===== config.mk =====
export PLATFORM = sky130hd
export DESIGN_NAME = sram_uart_tx
export DESIGN_NICKNAME = d
export VERILOG_FILES = /design/src/rtl/uart_pkg.sv /design/src/rtl/sync_fifo.sv /design/src/rtl/sram_uart_tx.sv
export SDC_FILE = /design/constraint.sdc
export NUM_CORES = 1
export LEC_CHECK = 0
export ABC_AREA = 1
export BUFFER_PORTS_ARGS = -buffer_cell sky130_fd_sc_hd__buf_2
export CORE_MARGIN = 10
export CORE_UTILIZATION = 37
export CTS_CLUSTER_SIZE = 12
export DETAILED_ROUTE_END_ITERATION = 8
export PLACE_DENSITY = 0.58
export SETUP_SLACK_MARGIN = 0.5
export SYNTH_ARGS = -nofsm -noshare
export SYNTH_HDL_FRONTEND = slang
export SYNTH_HIERARCHICAL = 1
export SYNTH_SLANG_ARGS = --single-unit

===== constraint.sdc =====
create_clock -name clk -period 3.55 [get_ports clk]
set_clock_uncertainty 0.15 [all_clocks]
set_input_delay 0.71 -clock clk [delete_from_list [all_inputs] [get_ports clk]]
set_output_delay 0.71 -clock clk [all_outputs]
set_load 0.01 [all_outputs]

===== src/rtl/uart_pkg.sv =====
// Shared definitions for the memory-mapped UART transmitter.
package uart_pkg;

    typedef enum logic [1:0] {
        ST_IDLE  = 2'd0,
        ST_START = 2'd1,
        ST_DATA  = 2'd2,
        ST_STOP  = 2'd3
    } tx_state_t;

    // STATUS register bit positions
    localparam int unsigned STAT_FULL    = 0;
    localparam int unsigned STAT_EMPTY   = 1;
    localparam int unsigned STAT_IDLE    = 2;
    localparam int unsigned STAT_OVF     = 3;
    localparam int unsigned STAT_CNT_LSB = 8;
    localparam int unsigned STAT_CNT_W   = 8;

    localparam int unsigned DEFAULT_CLK_DIV    = 868;
    localparam int unsigned DEFAULT_FIFO_DEPTH = 16;

endpackage


===== src/rtl/sync_fifo.sv =====
// Single-clock FIFO with a combinational head output and an occupancy count.
// A push into a full FIFO is only accepted when a pop happens on the same edge.
module sync_fifo #(
    parameter int unsigned WIDTH = 8,
    parameter int unsigned DEPTH = 16
) (
    input  logic                     clk,
    input  logic                     rst,
    input  logic                     push,
    input  logic                     pop,
    input  logic [WIDTH-1:0]         din,
    output logic [WIDTH-1:0]         dout,
    output logic                     full,
    output logic                     empty,
    output logic [$clog2(DEPTH):0]   count
);

    localparam int unsigned AW = $clog2(DEPTH);
    localparam int unsigned CW = AW + 1;

    logic [WIDTH-1:0] mem [DEPTH];
    logic [AW-1:0]    wr_ptr;
    logic [AW-1:0]    rd_ptr;
    logic             do_push;
    logic             do_pop;

    assign full    = (count == CW'(DEPTH));
    assign empty   = (count == '0);
    assign do_pop  = pop && !empty;
    assign do_push = push && (!full || do_pop);
    assign dout    = mem[rd_ptr];

    // Storage array write port
    always_ff @(posedge clk) begin
        if (do_push) begin
            mem[wr_ptr] <= din;
        end
    end

    // Pointer and occupancy bookkeeping; pointers wrap modulo DEPTH
    always_ff @(posedge clk or negedge rst) begin
        if (!rst) begin
            wr_ptr <= '0;
            rd_ptr <= '0;
            count  <= '0;
        end else begin
            if (do_push) begin
                wr_ptr <= wr_ptr + AW'(1);
            end
            if (do_pop) begin
                rd_ptr <= rd_ptr + AW'(1);
            end
            case ({do_push, do_pop})
                2'b10:   count <= count + CW'(1);
                2'b01:   count <= count - CW'(1);
                default: count <= count;
            endcase
        end
    end

endmodule


===== src/rtl/sram_uart_tx.sv =====
// UART transmitter behind a 64-bit SRAM-style slave port.
// Word 0 is TXDATA (write pushes a byte), word 1 is STATUS.
module sram_uart_tx
    import uart_pkg::*;
#(
    parameter int unsigned CLK_DIV    = DEFAULT_CLK_DIV,
    parameter int unsigned FIFO_DEPTH = DEFAULT_FIFO_DEPTH
) (
    input  logic        clk,
    input  logic        rst,
    input  logic [63:0] addra,
    input  logic [63:0] dina,
    output logic [63:0] douta,
    input  logic        ena,
    input  logic [7:0]  wea,
    output logic        txd
);

    localparam int unsigned CW          = $clog2(FIFO_DEPTH) + 1;
    localparam logic [15:0] BAUD_RELOAD = 16'(CLK_DIV - 1);

    tx_state_t       state;
    tx_state_t       state_next;
    logic [15:0]     baud_cnt;
    logic [2:0]      bit_idx;
    logic [7:0]      shift_reg;
    logic            bit_done;
    logic            pop_req;
    logic            push_req;
    logic            ovf_clr;
    logic            ovf_set;
    logic            ovf;
    logic            rd_req;
    logic [7:0]      fifo_dout;
    logic            fifo_full;
    logic            fifo_empty;
    logic [CW-1:0]   fifo_count;
    logic [63:0]     status;
    logic            unused_bits;

    assign unused_bits = ^{addra[63:4], addra[2:0], dina[63:8], wea[7:1]};

    assign bit_done = (baud_cnt == '0);
    assign push_req = ena && wea[0] && !addra[3];
    assign ovf_clr  = ena && wea[0] && addra[3] && dina[3];
    assign ovf_set  = push_req && fifo_full && !pop_req;
    assign rd_req   = ena && (wea == '0);

    sync_fifo #(
        .WIDTH (8),
        .DEPTH (FIFO_DEPTH)
    ) u_fifo (
        .clk   (clk),
        .rst   (rst),
        .push  (push_req),
        .pop   (pop_req),
        .din   (dina[7:0]),
        .dout  (fifo_dout),
        .full  (fifo_full),
        .empty (fifo_empty),
        .count (fifo_count)
    );

    // TX state register
    always_ff @(posedge clk or negedge rst) begin
        if (!rst) begin
            state <= ST_IDLE;
        end else begin
            state <= state_next;
        end
    end

    // TX next-state logic
    always_comb begin
        state_next = state;
        case (state)
            ST_IDLE:  if (!fifo_empty) state_next = ST_START;
            ST_START: if (bit_done) state_next = ST_DATA;
            ST_DATA:  if (bit_done && (bit_idx == 3'd7)) state_next = ST_STOP;
            ST_STOP:  if (bit_done) state_next = fifo_empty ? ST_IDLE : ST_START;
            default:  state_next = ST_IDLE;
        endcase
    end

    // TX outputs: line level and FIFO pop (pop only ever requested when non-empty)
    always_comb begin
        pop_req = 1'b0;
        txd     = 1'b1;
        case (state)
            ST_IDLE:  pop_req = !fifo_empty;
            ST_START: txd = 1'b0;
            ST_DATA:  txd = shift_reg[0];
            ST_STOP:  pop_req = bit_done && !fifo_empty;
            default:  txd = 1'b1;
        endcase
    end

    // Baud counter, bit index and shift register; a pop starts a fresh frame
    always_ff @(posedge clk or negedge rst) begin
        if (!rst) begin
            baud_cnt  <= '0;
            bit_idx   <= '0;
            shift_reg <= '0;
        end else if (pop_req) begin
            shift_reg <= fifo_dout;
            baud_cnt  <= BAUD_RELOAD;
            bit_idx   <= '0;
        end else if (state != ST_IDLE) begin
            if (bit_done) begin
                baud_cnt <= (state == ST_STOP) ? '0 : BAUD_RELOAD;
                if (state == ST_DATA) begin
                    shift_reg <= {1'b0, shift_reg[7:1]};
                    bit_idx   <= bit_idx + 3'd1;
                end
            end else begin
                baud_cnt <= baud_cnt - 16'd1;
            end
        end
    end

    // Sticky overflow flag; a same-edge overflow wins over a clear
    always_ff @(posedge clk or negedge rst) begin
        if (!rst) begin
            ovf <= 1'b0;
        end else if (ovf_set) begin
            ovf <= 1'b1;
        end else if (ovf_clr) begin
            ovf <= 1'b0;
        end
    end

    // STATUS word assembly
    always_comb begin
        status                              = '0;
        status[STAT_FULL]                   = fifo_full;
        status[STAT_EMPTY]                  = fifo_empty;
        status[STAT_IDLE]                   = (state == ST_IDLE) && fifo_empty;
        status[STAT_OVF]                    = ovf;
        status[STAT_CNT_LSB +: STAT_CNT_W]  = STAT_CNT_W'(fifo_count);
    end

    // Registered read data, held when no read is in progress
    always_ff @(posedge clk or negedge rst) begin
        if (!rst) begin
            douta <= '0;
        end else if (rd_req) begin
            douta <= addra[3] ? status : '0;
        end
    end

endmodule

Yosys cells after proc, flatten, opt, wreduce, memory -nomap -nowiden. Memory sizes are Yosys's and may differ from the RTL's. Cells that the tools add are included.

Register bits after elaboration: 107. Memories: 1. Bits in writable memories: 128. Logic and storage cells: 82. Bits of input ports: 139.

Memories: u_fifo.mem (words 16, width 8, read ports 1, clocked after Yosys merged registers in 0, write ports 1, line sync_fifo.sv:21) `logic [WIDTH-1:0] mem [DEPTH];`.

Mux-type cells: 26. Equality and inequality tests: 11. Reductions and logical operators: 29. Add/sub/neg operators: 6.

Operators with widths (count): $mux 16 (3); $mux 8 (4); $logic_not 16->1 (1); $sub 16x1->16 const B (1); $mux 13 (1); $logic_and 1x1->1 (12); $mux 3 (4); $reduce_bool 2->1 (6); $mux 10 (1); $pmux 5 s2 (1); $add 4x1->4 const B (2); $logic_not 8->1 (1); $mux 2 (4); $ne 2x2->1 const B (4); $pmux 2 s4 (1); $eq 2x2->1 const B (3); $add 5x1->5 const B (1); $eq 5x5->1 const B (1); $logic_not 5->1 (1); $mux 1 (5); $sub 5x1->5 const B (1); $eq 2x1->1 const B (2); $logic_not 1->1 (4); $pmux 1 s2 (2); 6 further kinds (6).

Logic depth before layout (Yosys ltp).
Depth in word-level cells: 9. Gate-level depth with buffers: 17. Depth with buffers taken out: 17.

Cells and area by module. The synthesis kept the hierarchy.

By module, submodules not included: sync_fifo (area an instance 5896.9 µm², sequential area each 4169.0 µm², instances 1, cells each 480); sram_uart_tx (area an instance 2657.5 µm², sequential area each 975.9 µm², instances 1, cells each 350).

Least setup slack after synthesis. OpenSTA, ideal clock, no wires.

Path kind: reg2reg. Start: register state[0]. End: register u_fifo.count[4]. Stages on the path, launching flop included: 15. Arrival time: 2.593 ns. Slack: 0.694 ns. Buffers on the path: 0. Library setup time: 0.113 ns. Path through: dfrtp_1 inv_1 ha_1 inv_2 or2_4 a21oi_1 nand3_1 fa_1 o21ai_0 a21o_1 nand2_1 nand2_1 nand2_1 nand2_1 inv_1.

Longest elaborated chain between the ends: 7. Elaborated cells between the ends (all ways): 10. Those cells by class: eq/ne (3); mux (2); reduce/logical (5).

Ends and longest elaborated chain: from (decl) (line sram_uart_tx.sv:22) `tx_state_t state;`; from (signal assigned) (line sram_uart_tx.sv:69) `state <= state_next;`; $eq 2x2->1 / $logic_not 2->1 (equally long branches) (line sram_uart_tx.sv:89) `case (state)`; $pmux 1 s2 (*) (line sram_uart_tx.sv:89); net pop_req (line sram_uart_tx.sv:28) `logic pop_req;`; $logic_and 1x1->1 (*) (line sync_fifo.sv:29) `assign do_pop = pop && !empty;`; $logic_or 1x1->1 (line sync_fifo.sv:30) `assign do_push = push && (!full || do_pop);`; $logic_and 1x1->1 (line sync_fifo.sv:30); $eq 2x1->1 / $eq 2x2->1 (equally long branches) (line sync_fifo.sv:53) `case ({do_push, do_pop})`; $pmux 5 s2 / $reduce_bool 2->1 (equally long branches); to (signal assigned) (line sync_fifo.sv:54) `2'b10: count <= count + CW'(1);`; to (signal assigned) (line sync_fifo.sv:55) `2'b01: count <= count - CW'(1);`; to (signal assigned) (line sync_fifo.sv:56) `default: count <= count;`; to (decl) (line sync_fifo.sv:15) `output logic [$clog2(DEPTH):0] count`.

Mark *: on every way through the listed nets, which the timed path passes. The rest lies on a longest branch. A chain may end at the register's enable or synchronous reset.

Final worst setup path.
Start: register baud_cnt[0]. End: register u_fifo.count[4].

Longest elaborated chain between the ends: 8. Elaborated cells between the ends (all ways): 10. Those cells by class: eq/ne (2); mux (2); reduce/logical (6).

Ends and longest elaborated chain: from (decl) (line sram_uart_tx.sv:24) `logic [15:0] baud_cnt;`; from (signal assigned) (line sram_uart_tx.sv:110) `baud_cnt <= (state == ST_STOP) ? '0 : BAUD_RELOAD;`; from (signal assigned) (line sram_uart_tx.sv:116) `baud_cnt <= baud_cnt - 16'd1;`; $logic_not 16->1 (*) (line sram_uart_tx.sv:43) `assign bit_done = (baud_cnt == '0);`; $logic_and 1x1->1 (*) (line sram_uart_tx.sv:93) `ST_STOP: pop_req = bit_done && !fifo_empty;`; $pmux 1 s2 (*) (line sram_uart_tx.sv:89); net pop_req (line sram_uart_tx.sv:28); $logic_and 1x1->1 (*) (line sync_fifo.sv:29); $logic_or 1x1->1 (line sync_fifo.sv:30); $logic_and 1x1->1 (line sync_fifo.sv:30); $eq 2x1->1 / $eq 2x2->1 (equally long branches) (line sync_fifo.sv:53); $pmux 5 s2 / $reduce_bool 2->1 (equally long branches).

Marks and branches as above.

==> results.cfg <==
[run_status]
outcome = completed

[sta]
fmax_mhz = 355.3
fin_crit_sh_pct = 79.29
tightest_slew_ns = 0.7610
totalNegativeSetupSlack_ns = 0
period_needed_ns = 2.815
holdWs_ns = 0.1581
setup_ws_ns = 0.7353
setup_viol = 0
rsz0062_at_grt = no
slew_headroom_pct = 49.27
slew_viol_final = 0
hold_viol = 0

[worst_setup_path]
end_kind = register
cpMaxStageDelayCell = fa_1
crit_fanout = 5
cp_common_cell = nand2_1
cpPeakStageDelay_ns = 0.44
crit_family = simple AND/OR/NAND/NOR gates
cp_num_buf_inv = 2
crit_path_cell_trace = inv_1, ha_1, nand2_1, nor2_2, nand3_2, a21oi_2, nand3_2, fa_1, o21ai_1, a21o_1, nand2_1, nand2_1, nand2_1, nand2_1, inv_1
critical_path_required_ns = 3.73
startpoint_type = register
path_class = reg -> reg
cp.arrival_ns = 2.99

[layout]
drive_above_1_share_pct = 13.19
largest-register = u_fifo/mem
largest_reg_flops = 128
stdcell_count = 1172
fillers = 2129
n_antenna_cell = 0
synthToLayoutAreaGrowth_pct = 11.10
utilization_pct = 41.85
reg_top3 = u_fifo/mem: 128 flops, baud_cnt: 16 flops, douta: 9 flops
final_nets = 1030

[clock_tree]
clk_latency_ns = 0.45
cts.clk_slew.worst_paths_ns = 0.08
cts-htree-levels = 4
cts_tree = done
cts_sinks = 180
root_buffer = clkbuf_16
cts_max_path_buffers = 2
cts_buffers = 17
postCtsSetupRepairBufs = 0

[die]
dieWidth_um = 172.1
fp-row-count = 55
coreArea_um2 = 22710
io_pins = 204
dieArea_um2 = 29600
initial_core_util_pct = 37.67
die_h_um = 172.1

[flow_run]
maxCapViolCount = 0

[synth]
synthArstFlopShare_pct = 28.89
dominantRegCellSynth = edfxtp_1
syn-cell-area_um2 = 8554
syn_area_per_cell_um2 = 10.31
yosysSeqAreaShare_pct = 60.14
yosysWarnings = 6
synth_edf_count = 128
yosysUniqueCellTypes = 39
syn_inst = 830
ys_seq_elements = 180

[detailed_routing]
drtIter0Drc = 515
viasPerCell = 4.841
ant_nets = 0
dr.pass1.iters = 5
drt-total-wl_um = 18340
wl_per_cell_um = 15.65
num_vias = 5674
drc = 0

[place]
dp_hpwl_um = 12030
place_congestion = 0.7684
numPortBuffers = 29
pre_cts_slack_ns = 0.5337
dp_cells = 1140

[power]
static-leakage-power_nw = 3.869
power_density_nw_per_um2 = 497.7
peakVddDrop_mv = 0.2919

[global_route]
grt_pass1_vias = 5351
antenna_found_initial = 0
grt_max_degree = 75
grt_pass1_wl_um = 28760
overflow = 0
grt_use_total_pct = 12.58

[min_path]
hold_class = in -> async
final cells by class:
| class | count | area [um2] | area share [%] |
|---|---|---|---|
| clock buffers | 17 | 425.4 | 4.476 |
| flip-flops and latches | 180 | 5146 | 54.15 |
| clock inverters | 15 | 191.4 | 2.014 |
| multi-input cells | 567 | 2828 | 29.75 |
| well taps | 285 | 356.6 | 3.752 |
| repair buffers | 55 | 352.8 | 3.712 |
| inverters | 53 | 203.9 | 2.146 |
power breakdown:
part | internal, W | total [W] | switching, W
Clock | 0.000972 | 0.00192 | 0.000953
Sequential | 0.00235 | 0.00242 | 0.0000713
Combinational | 0.000120 | 0.000389 | 0.000269
Total | 0.00344 | 0.00473 | 0.00129
final timing paths:
check	start	to	slack (ns)	depth (start not counted)
worst min-delay path	rst	baud_cnt[1]$_DFFE_PN0P_	0.16	1
min in group clk	shift_reg[7]$_DFFE_PN0P_	shift_reg[7]$_DFFE_PN0P_	0.32	2
worst max register to register	baud_cnt[0]$_DFFE_PN0P_	u_fifo/count[4]$_DFFE_PN0P_	0.74	15
max in group asynchronous	rst	douta[9]$_DFFE_PN0P_	2.18	3
worst min register to register	shift_reg[7]$_DFFE_PN0P_	shift_reg[7]$_DFFE_PN0P_	0.32	2
worst max-delay path	baud_cnt[0]$_DFFE_PN0P_	u_fifo/count[4]$_DFFE_PN0P_	0.74	15
repair_timing:
| item | 4_1_cts | 5_1_grt |
|---|---|---|
| resized for setup | 0 | 4 |
| setup endpoints to repair | 0 | 1 |
| hold buffers | 0 | 0 |
| endpoints found under the hold margin | 0 | 0 |
cell families after synthesis:
logic type,after synthesis,synth area share (%)
flops,180,60.14
compound gates,145,9.873
simple gates,337,16.73
fa+ha+maj,17,2.574
buf+inv,137,9.302
other cells,1,0.04384
xor+xnor,13,1.331
metal layers:
metal | global-route usage [%] | wire (um) | part of all wire, % | vias up
met5 | 0 | 0 | 0 | -
met4 | 4.498 | 273 | 1.5 | 0
met3 | 2.782 | 1110 | 6.1 | 17
met2 | 20.49 | 8779 | 48 | 141
met1 | 16.11 | 8177 | 45 | 2712
li1 | - | - | - | 2804
layout by cell type (no fill, tap or decap), types with 7 or more instances in the layout:
cell | synthesis | final
o21ai_0 | 80 | 79
ha_1 | 16 | 15
conb_1 | 1 | 55
buf_2 | 11 | 29
a21oi_1 | 18 | 17
o211ai_1 | 32 | 32
nand2_1 | 133 | 133
dfrtp_1 | 52 | 51
nand3_1 | 38 | 37
clkbuf_16 | 0 | 17
o21ai_1 | 9 | 10
nor2_1 | 129 | 129
inv_1 | 44 | 44
nand4_1 | 7 | 7
xor2_1 | 10 | 10
edfxtp_1 | 128 | 128
buf_4 | 58 | 25
nor3_1 | 7 | 7
cells in the mapped netlist (2+ instances only):
cell type	instances	area, um2
xnor2_1	3	26.28
o211ai_1	32	240.2
and3_1	3	18.77
nand2_1	133	499.2
buf_2	11	55.05
inv_1	44	165.2
xor2_1	10	87.58
or2_2	3	18.77
nor2_2	4	25.02
o21ai_2	2	17.52
buf_6	6	67.56
ha_1	16	200.2
nand3_1	38	190.2
clkinv_1	3	11.26
inv_2	5	18.77
buf_4	58	435.4
nor3b_1	3	22.52
a21oi_1	18	90.09
nand4_1	7	43.79
nand2_2	2	12.51
dfrtp_1	52	1301
nor3_1	7	35.03
o21ai_0	80	400.4
nor2_1	129	484.2
clkbuf_1	9	33.78
edfxtp_1	128	3844
o21ai_1	9	45.04
nand2_4	4	45.04
stage by stage:
stage | instance area, um2 | total power, W
after floorplan | 8757 | 0.002749
after global placement | 8876 | 0.002835
after detailed placement | 8876 | 0.002852
after CTS | 9493 | 0.004776
after global routing | 9504 | 0.004930
final | 9504 | 0.004731
No activity file was read; power rests on OpenSTA's default activity.
